$ cat src/rtl/pipe_hazard_ctrl.sv
// Hazard sequencing for the 5-stage pipeline: per-stage write enables and flushes
// for load-use, MEM-resolved redirects and multi-cycle data-memory accesses.
module pipe_hazard_ctrl #(
  parameter int REG_W   = 6,
  parameter int TIMEOUT = 16,
  parameter int CNT_W   = 16
) (
  input  logic             clk,
  input  logic             rst,
  input  logic [REG_W-1:0] id_rs,
  input  logic [REG_W-1:0] id_rt,
  input  logic             id_uses_rt,
  input  logic             ex_memRead,
  input  logic [REG_W-1:0] ex_writeDataReg,
  input  logic [1:0]       mem_jump,
  input  logic [1:0]       mem_branch,
  input  logic             mem_zero,
  input  logic             mem_req,
  input  logic             dmem_ready,
  output logic             pc_write,
  output logic             pc_redirect,
  output logic             if_id_write,
  output logic             if_id_flush,
  output logic             id_ex_write,
  output logic             id_ex_flush,
  output logic             ex_mem_write,
  output logic             ex_mem_flush,
  output logic             mem_wb_flush,
  output logic             bus_err,
  output logic [1:0]       state,
  output logic [CNT_W-1:0] stall_cnt
);

  typedef enum logic [1:0] {
    RUN      = 2'b00,
    MEM_WAIT = 2'b01,
    ABORT    = 2'b10
  } state_e;

  localparam int WCNT_W = (TIMEOUT > 2) ? $clog2(TIMEOUT) : 1;
  localparam logic [WCNT_W-1:0] WCNT_LAST = WCNT_W'(TIMEOUT - 1);

  state_e             state_q, state_d;
  logic [WCNT_W-1:0]  wcnt_q, wcnt_d;
  logic [CNT_W-1:0]   stall_cnt_q, stall_cnt_d;

  logic in_abort;
  logic mem_stall;
  logic taken;
  logic load_use;

  function automatic logic [CNT_W-1:0] sat_inc(input logic [CNT_W-1:0] v);
    return (&v) ? v : v + CNT_W'(1);
  endfunction

  // Hazard terms are masked while rst is high so the enables show the free-running values.
  always_comb begin
    in_abort  = (state_q == ABORT);
    mem_stall = ~rst & mem_req & ~dmem_ready & ~in_abort;
    taken     = ~rst & ((|mem_jump) |
                        ((mem_branch == 2'b01) &  mem_zero) |
                        ((mem_branch == 2'b10) & ~mem_zero));
    load_use  = ~rst & ex_memRead & (|ex_writeDataReg) &
                ((ex_writeDataReg == id_rs) |
                 (id_uses_rt & (ex_writeDataReg == id_rt)));
  end

  always_comb begin
    pc_write     = 1'b1;
    pc_redirect  = 1'b0;
    if_id_write  = 1'b1;
    if_id_flush  = 1'b0;
    id_ex_write  = 1'b1;
    id_ex_flush  = 1'b0;
    ex_mem_write = 1'b1;
    ex_mem_flush = 1'b0;
    mem_wb_flush = 1'b0;
    if (mem_stall) begin
      // Redirect is deferred: the branch sits in MEM until the access completes.
      pc_write     = 1'b0;
      if_id_write  = 1'b0;
      id_ex_write  = 1'b0;
      ex_mem_write = 1'b0;
      mem_wb_flush = 1'b1;
    end else if (taken) begin
      pc_redirect  = 1'b1;
      if_id_flush  = 1'b1;
      id_ex_flush  = 1'b1;
      ex_mem_flush = 1'b1;
    end else if (load_use) begin
      pc_write    = 1'b0;
      if_id_write = 1'b0;
      id_ex_flush = 1'b1;
    end
  end

  always_comb begin
    state_d     = state_q;
    wcnt_d      = wcnt_q;
    stall_cnt_d = pc_write ? stall_cnt_q : sat_inc(stall_cnt_q);
    case (state_q)
      RUN: begin
        if (mem_stall) begin
          state_d = MEM_WAIT;
          wcnt_d  = WCNT_W'(1);
        end
      end
      MEM_WAIT: begin
        if (dmem_ready) begin
          state_d = RUN;
          wcnt_d  = '0;
        end else if (wcnt_q == WCNT_LAST) begin
          state_d = ABORT;
          wcnt_d  = '0;
        end else begin
          wcnt_d = wcnt_q + WCNT_W'(1);
        end
      end
      ABORT:   state_d = RUN;
      default: begin
        state_d = RUN;
        wcnt_d  = '0;
      end
    endcase
  end

  always_ff @(posedge clk or posedge rst) begin
    if (rst) begin
      state_q     <= RUN;
      wcnt_q      <= '0;
      stall_cnt_q <= '0;
    end else begin
      state_q     <= state_d;
      wcnt_q      <= wcnt_d;
      stall_cnt_q <= stall_cnt_d;
    end
  end

  assign bus_err   = in_abort;
  assign state     = state_q;
  assign stall_cnt = stall_cnt_q;

endmodule

$ cat config.mk
export PLATFORM = sky130hd
export DESIGN_NAME = pipe_hazard_ctrl
export DESIGN_NICKNAME = d
export VERILOG_FILES = /design/src/rtl/pipe_hazard_ctrl.sv
export SDC_FILE = /design/constraint.sdc
export NUM_CORES = 1
export LEC_CHECK = 0
export BUFFER_PORTS_ARGS = -buffer_cell sky130_fd_sc_hd__clkbuf_2
export CAP_MARGIN = 25
export CORE_MARGIN = 8
export CORE_UTILIZATION = 25
export DETAILED_ROUTE_END_ITERATION = 7
export GPL_TIMING_DRIVEN = 0
export HOLD_SLACK_MARGIN = 0.05
export PLACE_DENSITY = 0.59
export SLEW_MARGIN = 20
export SYNTH_ARGS = -nofsm -noshare
export SYNTH_HDL_FRONTEND = slang
export SYNTH_SLANG_ARGS = --single-unit
$ cat constraint.sdc
create_clock -name clk -period 4.4 [get_ports clk]
set_input_delay 0.44 -clock clk [delete_from_list [all_inputs] [get_ports clk]]
set_output_delay 0.44 -clock clk [all_outputs]
set_load 0.005 [all_outputs]
==> metrics.yaml <==
initial_antenna_violation_count: 0
timing.rr.start: "stall_cnt[0]"
place_hpwl_um: 2589
synth_xor_xnor_area_share_pct: 17.33
synth_compound_area_share_pct: 8.000
achievable-frequency_mhz: 384.8
aggregate_global_route_resource_usage_pct: 8.436
globalRouteOverflowTotal: 0
clock_latency_ns: 0.26
totalPowerFinal_mw: 0.5900
synth_cell_types: 33
finClkSkew_ns: 0.004160
final_antenna_net_count: 0
ir_drop_mv: 0.2256
firstDrtPassIters: 4
muxShareOfSynthArea_pct: 2.000
setup.worst_path.start: "ex_writeDataReg[0]"
netlist_area_sq_um: 1314
route.detailed.drc: 0
clock_tree.root_cell: "sky130_fd_sc_hd__clkbuf_8"
crit_type: "input pin to output pin"
antenna-diode-count: 0
async_flop_share_pct: 100.0
ys_top_cells_by_area: "sky130_fd_sc_hd__dfrtp_1 (42%), sky130_fd_sc_hd__xor2_1 (9.3%), sky130_fd_sc_hd__xnor2_1 (8.0%)"
drt-initial-drc-count: 41
grt_first_pass_wirelength_um: 5347
fp.dieW_um: 88.49
reg2regPathDepth: 6
hold_class: "input pin to async pin"
netlist_top_cells_count: "sky130_fd_sc_hd__dfrtp_1 (22), sky130_fd_sc_hd__xor2_1 (14), sky130_fd_sc_hd__xnor2_1 (12), sky130_fd_sc_hd__nand2_1 (11), sky130_fd_sc_hd__nor3_1 (9)"
grt_pass1_vias: 1194
timing_hold_violations_final: 0
yosysWarningCount: 0
gp_congestion: 0.7615
std_cell_rows: 26
wl_per_cell_um: 12.23
grt_max_degree: 25
main_combinational_cell_family_by_area_after_synthesis: "simple AND/OR/NAND/NOR gates"
cp_data_arrival_time_ns: 2.16
cts_num_sinks: 22
start_kind: "input pin"
synth_fa_ha_area_share_pct: 1.905
htree_levels: 1
total_die_area_sq_um: 7830
synth-edff-count: 0
synth-simple-area-share_pct: 25.14
portBuffers: 56
endpoint_required_time_on_the_critical_path_ns: 3.96
synth_fp_nets: 164
synth_top_flop_cell: "sky130_fd_sc_hd__dfrtp_1"
result_of_the_run: "completed"
numCtsBuffers: 3
clockBufferDepth: 2
setup_viol_count_final: 0
drt-total-wl_um: 3229
syn-instance-count: 133
post-synth-top-count-cell: "sky130_fd_sc_hd__dfrtp_1"
cp-end-kind: "output pin"
post-cts-setup-buffer-count: 0
tritoncts: "built"
fin_nets: 226
power_per_cell_area_nw_per_um2: 333.7
synth_top_area_share_pct: 41.90
yosysSeqAreaShare_pct: 41.90
critical_path_peak_fanout: 11
worst_slew_slack_as_a_fraction_of_its_limit_pct: 54.84
final_layout_size_suffix_gt1_share_pct: 36.60
initial_core_util_pct: 25.89
area.growth.synth_to_final_pct: 34.57
cts_resized: 0
io-pin-count: 57
num-fill-cells: 546
fin_crit_sh_pct: 59.06
avgSynthCellArea_sq_um: 9.878
finalWorstPathRequiredPeriod_ns: 2.599
cts_hold_repair.buffers: 0
via_count: 1172
rsz0062_at_grt: "false"
synth_seq_cells: 22
viasPerCell: 4.439
total_leakage_power_nw: 0.8782
timing_worst_slew_pin_value_ns: 0.6737
finalSetupTns_ns: 0
timing_max_transition_violations_final: 0
worst_hold_slack_ns: 0.1051
max_cap_violations: 0
core_area_sq_um: 5075
synth.largest_area_cell: "sky130_fd_sc_hd__dfrtp_1"
vertical_die_dimension_um: 88.49
clock_input_transition_at_the_sequential_cells_of_the_worst_setup_and_hold_paths_ns: 0.08
## cell families after synthesis
logic type	count (synthesis)
xor gates and xnor gates	26
buffers and inverters	7
AOI/OAI and AO/OA	13
and+or+nand+nor	61
muxes	2
DFF	22
adders and majority gates	2
## flip-flops by register name, indices dropped and copies added, names as in the netlist
signal	flops
stall_cnt	16
state	2
wcnt_q	4
## cells in the final DEF, fill, tap and decap left out
cell / n
sky130_fd_sc_hd__a21oi_1: 1
sky130_fd_sc_hd__a22o_1: 1
sky130_fd_sc_hd__a31oi_1: 1
sky130_fd_sc_hd__a41oi_4: 1
sky130_fd_sc_hd__and2_1: 1
sky130_fd_sc_hd__and3_1: 5
sky130_fd_sc_hd__buf_4: 4
sky130_fd_sc_hd__buf_6: 1
sky130_fd_sc_hd__buf_8: 1
sky130_fd_sc_hd__bufinv_16: 1
sky130_fd_sc_hd__clkbuf_2: 56
sky130_fd_sc_hd__clkbuf_8: 3
sky130_fd_sc_hd__dfrtp_1: 22
sky130_fd_sc_hd__ha_1: 2
sky130_fd_sc_hd__inv_1: 2
sky130_fd_sc_hd__mux2_1: 1
sky130_fd_sc_hd__mux2_4: 1
sky130_fd_sc_hd__nand2_1: 11
sky130_fd_sc_hd__nand2b_1: 2
sky130_fd_sc_hd__nand3_1: 8
sky130_fd_sc_hd__nand4_1: 5
sky130_fd_sc_hd__nor2_1: 8
sky130_fd_sc_hd__nor2_2: 2
sky130_fd_sc_hd__nor2b_1: 1
sky130_fd_sc_hd__nor3_1: 9
sky130_fd_sc_hd__nor3_2: 1
sky130_fd_sc_hd__nor3b_1: 2
sky130_fd_sc_hd__nor4_1: 1
sky130_fd_sc_hd__nor4b_1: 3
sky130_fd_sc_hd__o21ai_0: 3
sky130_fd_sc_hd__o22ai_1: 3
sky130_fd_sc_hd__o31a_1: 1
sky130_fd_sc_hd__o31ai_1: 2
sky130_fd_sc_hd__or3b_1: 1
sky130_fd_sc_hd__or4_1: 1
sky130_fd_sc_hd__xnor2_1: 12
sky130_fd_sc_hd__xor2_1: 14
## where the power goes
group | switching, mW | leakage [nW] | internal [mW] | total [mW]
combinational | 0.0576 | 0.550 | 0.0700 | 0.128
sequential | 0.0409 | 0.292 | 0.233 | 0.274
clock | 0.0672 | 0.0357 | 0.121 | 0.189
total | 0.166 | 0.878 | 0.424 | 0.590
## metrics by stage
stage	worst slack, ns	cells	utilization, %	area, sq um
floorplan	2.155	133	-	1314
global placement	1.780	259	33.14	1682
detailed placement	1.781	259	33.14	1682
CTS	1.780	263	34.54	1753
global route	1.720	264	34.84	1768
finish	1.801	264	34.84	1768
## critical path: stages
cell,delay [ns]
sky130_fd_sc_hd__clkbuf_2,0.11
sky130_fd_sc_hd__or4_1,0.52
sky130_fd_sc_hd__o31a_1,0.30
sky130_fd_sc_hd__a41oi_4,0.37
sky130_fd_sc_hd__buf_6,0.20
sky130_fd_sc_hd__buf_4,0.11
sky130_fd_sc_hd__clkbuf_2,0.10
## final timing paths
path	endpoint	slack (ns)
hold reg to reg	wcnt_q[3]	0.48
setup reg to reg	stall_cnt[1]	2.27
max in group asynchronous	wcnt_q[3]	3.89
min in group clk	wcnt_q[3]	0.48
setup / recovery	pc_write	1.80
hold / removal	state[1]	0.11
## per-layer routing
layer,track usage (%),routed length (um),share of wire [%],vias to the layer above
li1,-,-,-,590
met1,10.25,1418,44,540
met2,14.39,1483,46,38
met3,2.043,298,9.2,4
met4,2.304,28,0.87,0
met5,0,0,0,-
## final cells by class
class                           count  area [sq um]  area share (%)
Buffer                              5         41.29           2.335
Clock buffer                        3         41.29           2.335
Clock inverter                      1         30.03           1.699
Inverter                            2         7.507          0.4246
Multi-Input combinational cell    104         714.4           40.41
Sequential cell                    22         550.5           31.14
Tap cell                           70         87.58           4.954
Timing Repair Buffer               57         295.3           16.70
Power figures use the tool's default switching activity.
